[src/rtl/wb_bram_slave.sv]
// Wishbone classic slave in front of a single-port 32-bit block RAM.
// Decodes the RAM window, issues byte-lane writes, waits out the BRAM read
// latency, answers out-of-window accesses with err and keeps debug counters.
module wb_bram_slave #(
  parameter logic [31:0] BASE_ADDR = 32'h0000_0000,
  parameter int unsigned MEM_WORDS = 512,
  parameter int unsigned AW        = 9,
  parameter int unsigned RD_LAT    = 1
) (
  input  logic          sys_clk,
  input  logic          rst,
  input  logic          wbs_cyc_i,
  input  logic          wbs_stb_i,
  input  logic [31:0]   wbs_adr_i,
  input  logic          wbs_we_i,
  input  logic [31:0]   wbs_dat_i,
  input  logic [3:0]    wbs_sel_i,
  output logic [31:0]   wbs_dat_o,
  output logic          wbs_ack_o,
  output logic          wbs_err_o,
  output logic          mem_en,
  output logic [3:0]    mem_we,
  output logic [AW-1:0] mem_addr,
  output logic [31:0]   mem_din,
  input  logic [31:0]   mem_dout,
  output logic [15:0]   wr_cnt,
  output logic [15:0]   rd_cnt,
  output logic [15:0]   err_cnt
);

  typedef enum logic [1:0] {StIdle, StRdWait, StAck, StErr} state_e;

  // Window size in bytes; 33 bits so a window reaching 4 GiB still compares correctly.
  localparam logic [32:0] WinBytes = 33'(MEM_WORDS) * 33'd4;
  localparam logic [1:0]  RdLat    = 2'(RD_LAT);

  state_e          state_q, state_d;
  logic [1:0]      lat_q, lat_d;
  logic            rd_q, rd_d;
  logic [31:0]     dat_q, dat_d;
  logic            ack_q, ack_d;
  logic            err_q, err_d;
  logic            mem_en_q, mem_en_d;
  logic [3:0]      mem_we_q, mem_we_d;
  logic [AW-1:0]   mem_addr_q, mem_addr_d;
  logic [31:0]     mem_din_q, mem_din_d;
  logic [15:0]     wr_cnt_q, wr_cnt_d;
  logic [15:0]     rd_cnt_q, rd_cnt_d;
  logic [15:0]     err_cnt_q, err_cnt_d;

  logic [32:0]     diff;
  logic            in_range;

  // Address decode: a borrow out of the subtraction means below the window.
  always_comb begin
    diff     = {1'b0, wbs_adr_i} - {1'b0, BASE_ADDR};
    in_range = !diff[32] && ({1'b0, diff[31:0]} < WinBytes);
  end

  // Next-state and registered-output computation for the transfer FSM.
  always_comb begin
    state_d    = state_q;
    lat_d      = lat_q;
    rd_d       = rd_q;
    dat_d      = dat_q;
    ack_d      = 1'b0;
    err_d      = 1'b0;
    mem_en_d   = 1'b0;
    mem_we_d   = 4'b0000;
    mem_addr_d = mem_addr_q;
    mem_din_d  = mem_din_q;
    wr_cnt_d   = wr_cnt_q;
    rd_cnt_d   = rd_cnt_q;
    err_cnt_d  = err_cnt_q;
    unique case (state_q)
      StIdle: begin
        if (wbs_cyc_i && wbs_stb_i) begin
          if (!in_range) begin
            state_d   = StErr;
            err_cnt_d = err_cnt_q + 16'd1;
          end else begin
            mem_en_d   = 1'b1;
            mem_addr_d = diff[AW+1:2];
            rd_d       = !wbs_we_i;
            if (wbs_we_i) begin
              mem_we_d  = wbs_sel_i;
              mem_din_d = wbs_dat_i;
              state_d   = StAck;
            end else begin
              lat_d   = RdLat;
              state_d = StRdWait;
            end
          end
        end
      end
      StRdWait: begin
        // Master gave up the cycle: drop the read silently.
        if (!wbs_cyc_i) begin
          state_d = StIdle;
        end else if (lat_q == 2'd1) begin
          state_d = StAck;
        end else begin
          lat_d = lat_q - 2'd1;
        end
      end
      StAck: begin
        ack_d   = 1'b1;
        state_d = StIdle;
        // Read data becomes valid on the same edge the ack is registered.
        if (rd_q) begin
          dat_d    = mem_dout;
          rd_cnt_d = rd_cnt_q + 16'd1;
        end else begin
          wr_cnt_d = wr_cnt_q + 16'd1;
        end
      end
      StErr: begin
        err_d   = 1'b1;
        state_d = StIdle;
      end
      default: state_d = StIdle;
    endcase
  end

  // State and output registers with synchronous reset.
  always_ff @(posedge sys_clk) begin
    if (rst) begin
      state_q    <= StIdle;
      lat_q      <= 2'd0;
      rd_q       <= 1'b0;
      dat_q      <= 32'd0;
      ack_q      <= 1'b0;
      err_q      <= 1'b0;
      mem_en_q   <= 1'b0;
      mem_we_q   <= 4'b0000;
      mem_addr_q <= '0;
      mem_din_q  <= 32'd0;
      wr_cnt_q   <= 16'd0;
      rd_cnt_q   <= 16'd0;
      err_cnt_q  <= 16'd0;
    end else begin
      state_q    <= state_d;
      lat_q      <= lat_d;
      rd_q       <= rd_d;
      dat_q      <= dat_d;
      ack_q      <= ack_d;
      err_q      <= err_d;
      mem_en_q   <= mem_en_d;
      mem_we_q   <= mem_we_d;
      mem_addr_q <= mem_addr_d;
      mem_din_q  <= mem_din_d;
      wr_cnt_q   <= wr_cnt_d;
      rd_cnt_q   <= rd_cnt_d;
      err_cnt_q  <= err_cnt_d;
    end
  end

  assign wbs_dat_o = dat_q;
  assign wbs_ack_o = ack_q;
  assign wbs_err_o = err_q;
  assign mem_en    = mem_en_q;
  assign mem_we    = mem_we_q;
  assign mem_addr  = mem_addr_q;
  assign mem_din   = mem_din_q;
  assign wr_cnt    = wr_cnt_q;
  assign rd_cnt    = rd_cnt_q;
  assign err_cnt   = err_cnt_q;

endmodule

[config.mk]
export PLATFORM = sky130hd
export DESIGN_NAME = wb_bram_slave
export DESIGN_NICKNAME = d
export VERILOG_FILES = /design/src/rtl/wb_bram_slave.sv
export SDC_FILE = /design/constraint.sdc
export NUM_CORES = 1
export LEC_CHECK = 0
export ABC_CLOCK_PERIOD_IN_PS = 3720
export BUFFER_PORTS_ARGS = -buffer_cell sky130_fd_sc_hd__buf_2
export CORE_MARGIN = 4
export CORE_UTILIZATION = 51
export DETAILED_ROUTE_END_ITERATION = 8
export PLACE_DENSITY = 0.81
export SKIP_CTS_REPAIR_TIMING = 1
export SYNTH_ARGS = -nofsm -noshare
export SYNTH_HDL_FRONTEND = slang
export SYNTH_SLANG_ARGS = --single-unit
[constraint.sdc]
create_clock -name sys_clk -period 3.72 [get_ports sys_clk]
set_clock_uncertainty 0.15 [all_clocks]
set_input_delay 0.372 -clock sys_clk [delete_from_list [all_inputs] [get_ports sys_clk]]
set_output_delay 0.372 -clock sys_clk [all_outputs]
set_load 0.005 [all_outputs]
# After elaboration in Yosys (flattened, before gate mapping)
# Index checks and enable logic that the tools add are counted.
totals:
  register_bits: 133
  latch_bits: 0
  ramBits: 0
  romBits: 0
  in_bits: 105
  out_inout_bits: 128
  wordCells: 62
  mem_count: 0
op_classes:
  addsub: 4
  n_mul: 0
  n_div: 0
  magnitude_cmp: 1
  eq_ne: 10
  n_shift: 0
  muxes: 15
  bitwise: 5
  reduce_logical: 14
ops:
  columns: ["operator", "count"]
  rows:
  - ["$add 16x1->16 const B", 3]
  - ["$lt 32x12->1 const B", 1]
  - ["$mux 2", 10]
  - ["$ne 2x2->1 const B", 5]
  - ["$pmux 2 s3", 1]
  - ["$reduce_and 2->1", 3]
  - ["$reduce_and 3->1", 2]
  - ["$reduce_and 6->1", 1]
  - ["$not 1->1", 5]
  - ["$reduce_or 5->1", 1]
  - ["$eq 2x1->1 const B", 2]
  - ["$eq 2x2->1 const B", 2]
  - ["$pmux 2 s2", 1]
  - ["$reduce_and 4->1", 1]
  - ["$mux 1", 3]
  - ["$ne 3x3->1 const B", 1]
  - ["$reduce_or 3->1", 1]
  - ["$logic_not 2->1", 1]
  - ["$reduce_bool 2->1", 1]
  - ["$reduce_or 2->1", 1]
  - ["$sub 2x1->2 const B", 1]
  - ["$logic_and 1x1->1", 1]
  - ["$logic_not 1->1", 1]

# Logic depth before layout (Yosys ltp)
depth:
  depth_word: 4
  ltp_mapped: 7
  ltp_nobuf: 5

# Least setup slack after synthesis
# No wires, ideal clock.
synth_path:
  path_kind: "input to register"
  start: "input port wbs_adr_i[23]"
  end: "register mem_din_q[0] (netlist: mem_din[0])"
  setup_ns: 0.132
  arrival_time_ns: 1.544
  required_time_ns: 3.438
  setup_slack_ns: 1.894
  path_stages: 6
  path_cell_list: "nor4_1 > nand4_1 > clkbuf_1 > clkbuf_1 > o31ai_1 > a21oi_1"
synth_between:
  elab_chain_len: 2
synth_lines:
  columns: ["element", "line_no", "rtl"]
  rows:
  - ["from (decl)", "14", "input logic [31:0] wbs_adr_i,"]
  - ["$lt 32x12->1", "57", "in_range = !diff[32] && ({1'b0, diff[31:0]} < WinBytes);"]
  - ["$reduce_and 4->1 (no line)", null, null]
  - ["to (signal assigned)", "151", "mem_din_q <= mem_din_d;"]
  - ["to (decl)", "46", "logic [31:0] mem_din_q, mem_din_d;"]
# No other way between the ends.
# A chain may end at the register's enable or synchronous reset.

# Final worst setup path
layout_path:
  start: "register state_q[0]"
  end: "register err_cnt_q[9] (netlist: err_cnt[9])"
layout_between:
  elab_chain_len: 2
layout_lines:
  columns: ["element", "line_no", "rtl"]
  rows:
  - ["from (decl)", "37", "state_e state_q, state_d;"]
  - ["from (signal assigned)", "128", "state_q <= StIdle;"]
  - ["from (signal assigned)", "142", "state_q <= state_d;"]
  - ["$logic_not 2->1", "75", "unique case (state_q)"]
  - ["$reduce_and 3->1 (no line)", null, null]
  - ["to (signal assigned)", "154", "err_cnt_q <= err_cnt_d;"]
  - ["to (decl)", "49", "logic [15:0] err_cnt_q, err_cnt_d;"]
# No other way between the ends.

==> metrics.yaml <==
place:
  preCtsSetupSlack_ns: 1.15
  hpwlAfterDp_mm: 11.6
  gp_congestion: 0.905
  place_area_um2: 6920
  io_buffers: 230
power:
  ir_drop_v: 0.000305
  total_power_mw: 3.26
  cellPowerDensity_nw_per_um2: 433
  intPower_mw: 2.57
  switching_share_pct: 20.9
  pwr-share-clk_pct: 51.9
  seq_power_share_pct: 44.1
  switchingPower_mw: 0.681
  p_leak_nw: 3.15
  p_comb_share_pct: 4.0
logic_synthesis:
  ys_ff_latch: 133
  ys_warn_count: 0
  synth-edff-count: 0
  syn_nets: 779
  yosysUniqueCellTypes: 48
  seq_area_frac_synth_pct: 45.9
  synth_cells: 670
  synth_area_per_cell_um2: 8.66
  synthArstFlopShare_pct: 0
  synth_flop_cell: "dfxtp_1"
  synth.cell_area_um2: 5800
floorplan:
  die-area_um2: 13100
  die_w_um: 115
  core_area_um2: 11000
  placementRows: 38
  io_pins: 233
  die_y_um: 115
  start_util_pct: 52.8
global_route:
  grt_pass1_wl_mm: 26.8
  grt_pass1_vias: 5642
  grt-ovfl-total: 0
  antenna_found_initial: 1
  grt_max_degree: 73
  grtUsageTotal_pct: 25.6
cells_and_area:
  fillers: 905
  finish.net_count: 978
  sequential_cell_area_um2: 2660
  layout-area-overhead-vs-synth_pct: 29.5
  multi_input_area_um2: 2860
  postLayoutCellArea_um2: 7520
  drive_gt1_share_pct: 32.2
routing:
  drt_iter0_markers: 440
  drc: 0
  wl_per_cell_um: 16.6
  drt_wl_total_mm: 16.9
  vias_per_cell: 5.71
  num_vias: 5845
  first_pass_iters: 5
  ant_nets: 0
worst_setup_path:
  cpMaxStageDelayCell: "and4bb_1"
  critPathMaxFanout: 20
  critPathBufInv: 0
  critical_path_required_ns: 3.87
  max_stage_delay_ns: 0.87
  criticalPathCategory: "reg2reg"
  crit_path_cell_trace: "and4bb_1 > nand2_2 > a2111oi_2 > mux2_1"
  cp.arrival_ns: 2.81
  setup.worst_path.end_class: "register"
  cp_top_family: "simple AND/OR/NAND/NOR gates"
  start_kind: "register"
clock_network:
  htree_levels: 4
  clk_latency_ns: 0.42
  cts_root_buf: "clkbuf_16"
  clock-sinks: 133
  path_clk_slew_ns: 0.06
  clk_path_buf_depth: 2
  cts_tree: "built"
  cts_made_buffers: 17
sta:
  rsz0062_at_grt: "no"
  maxSlewHeadroom_pct: 14.9
  setup_violations: 0
  postLayoutSetupSlackWorst_ns: 1.06
  fmax_mhz: 376
  fin_crit_sh_pct: 71.5
  period_minus_slack_ns: 2.66
  worstMarginPinSlew_ns: 1.27
  finalMaxSlewViolations: 0
  finalSetupTns_ns: 0
  hold_viol: 0
flow_run:
  max-cap-violations: 0
run_status:
  status: "finished, final reports clean"
min_path:
  hold_class: "in2reg"
## path summary, 6_finish.rpt
| path | startpoint | endpoint | slack (ns) | cells past startpoint |
|---|---|---|---|---|
| setup reg to reg | state_q[0] | err_cnt[9] | 1.06 | 4 |
| setup / recovery | state_q[0] | err_cnt[9] | 1.06 | 4 |
| hold reg to reg | wbs_dat_o[23] | wbs_dat_o[23] | 0.30 | 2 |
| hold / removal | mem_dout[5] | wbs_dat_o[5] | 0.04 | 3 |
## synth_stat cells (7+ instances only)
cell type,n,area share (%)
and4_1,7,1.1
nor2b_1,15,1.6
clkbuf_1,39,2.5
nand3_1,47,4.1
a211oi_1,7,0.91
o31ai_1,49,6.3
dfxtp_1,133,46
mux2_1,7,1.4
a21oi_1,95,8.2
mux2_2,9,1.7
xor2_1,12,1.8
nor2_1,37,2.4
nand2_1,83,5.4
nand4_1,24,2.6
## cells by family (layout without fill, tap and decap cells)
kind of cell,Yosys count,after routing,synth area share [%]
flops,133,133,45.9
buf+inv,62,274,4.92
compound gates,164,164,17.3
simple gates,273,273,25.2
xor+xnor,17,17,2.57
mux,17,17,3.28
fa+ha+maj,4,4,0.862
other cells,0,1,0
## state kept, by name, summed over array words and instances (netlist names)
signal / cells
mem_addr: 9
wbs_dat_o: 32
mem_we: 4
mem_din: 32
wbs_ack_o: 1
err_cnt: 16
wbs_err_o: 1
rd_q: 1
state_q: 2
mem_en: 1
lat_q: 2
rd_cnt: 16
wr_cnt: 16
## tightest hold or removal path: stages
cell,delay [ns]
buf_2,0.10
nand2_1,0.04
a21oi_1,0.05
## final cells by class
cell class / instances / area share [%]
clock inverters: 8 / 1.65
diodes: 1 / 0.0333
clock buffers: 24 / 6.28
repair buffers: 237 / 16.0
inverters: 5 / 0.250
multi-input cells: 475 / 38.0
well taps: 140 / 2.33
flip-flops and latches: 133 / 35.4
## power by group through the flow
stage	clock, mW	combinational [mW]	sequential [mW]
final	1.69	0.129	1.44
after global routing	1.78	0.141	1.44
after CTS	1.71	0.128	1.44
after detailed placement	0	0.127	1.47
after global placement	0	0.123	1.47
after floorplan	0	0.0579	1.46
## cells in the final DEF, fill, tap and decap left out, drive strengths merged, types with 2 or more instances in the layout
master and count:
nor2b 15, or3 6, xor2 12, a2111oi 4
nor4b 3, ha 4, mux2 16, and4 7
o21ai 5, nand2b 3, and3 5, or4 6
nand2 84, nand4b 2, and3b 2, a21oi 95
a31oi 2, nand4 24, clkinvlp 2, a211oi 7
clkbuf 24, buf 237, nand3b 2, xnor2 5
clkinv 3, and2 4, o31ai 49, nor3b 7
nor3 4, bufinv 3, nor4 9, inv 5
nand3 50, nor2 37, dfxtp 133
## stage by stage
step / cells / util, % / hold WS [ns]
final: 1023 / 68.4 / 0.0363
after floorplan: 670 / - / 0.303
after global placement: 990 / 63.0 / 0.288
after detailed placement: 990 / 63.0 / 0.295
after global routing: 1023 / 68.4 / 0.0238
after CTS: 1022 / 68.4 / 0.0205
## routing by layer
| layer | wire length (um) | track usage [%] | share of wire [%] |
|---|---|---|---|
| met1 | 6500 | 28.5 | 38 |
| met3 | 1610 | 9.09 | 9.5 |
| met5 | 0 | 0 | 0 |
| met2 | 8290 | 44.0 | 49 |
| met4 | 546 | 11.4 | 3.2 |
Note: power is estimated with default switching activity, not from simulation.
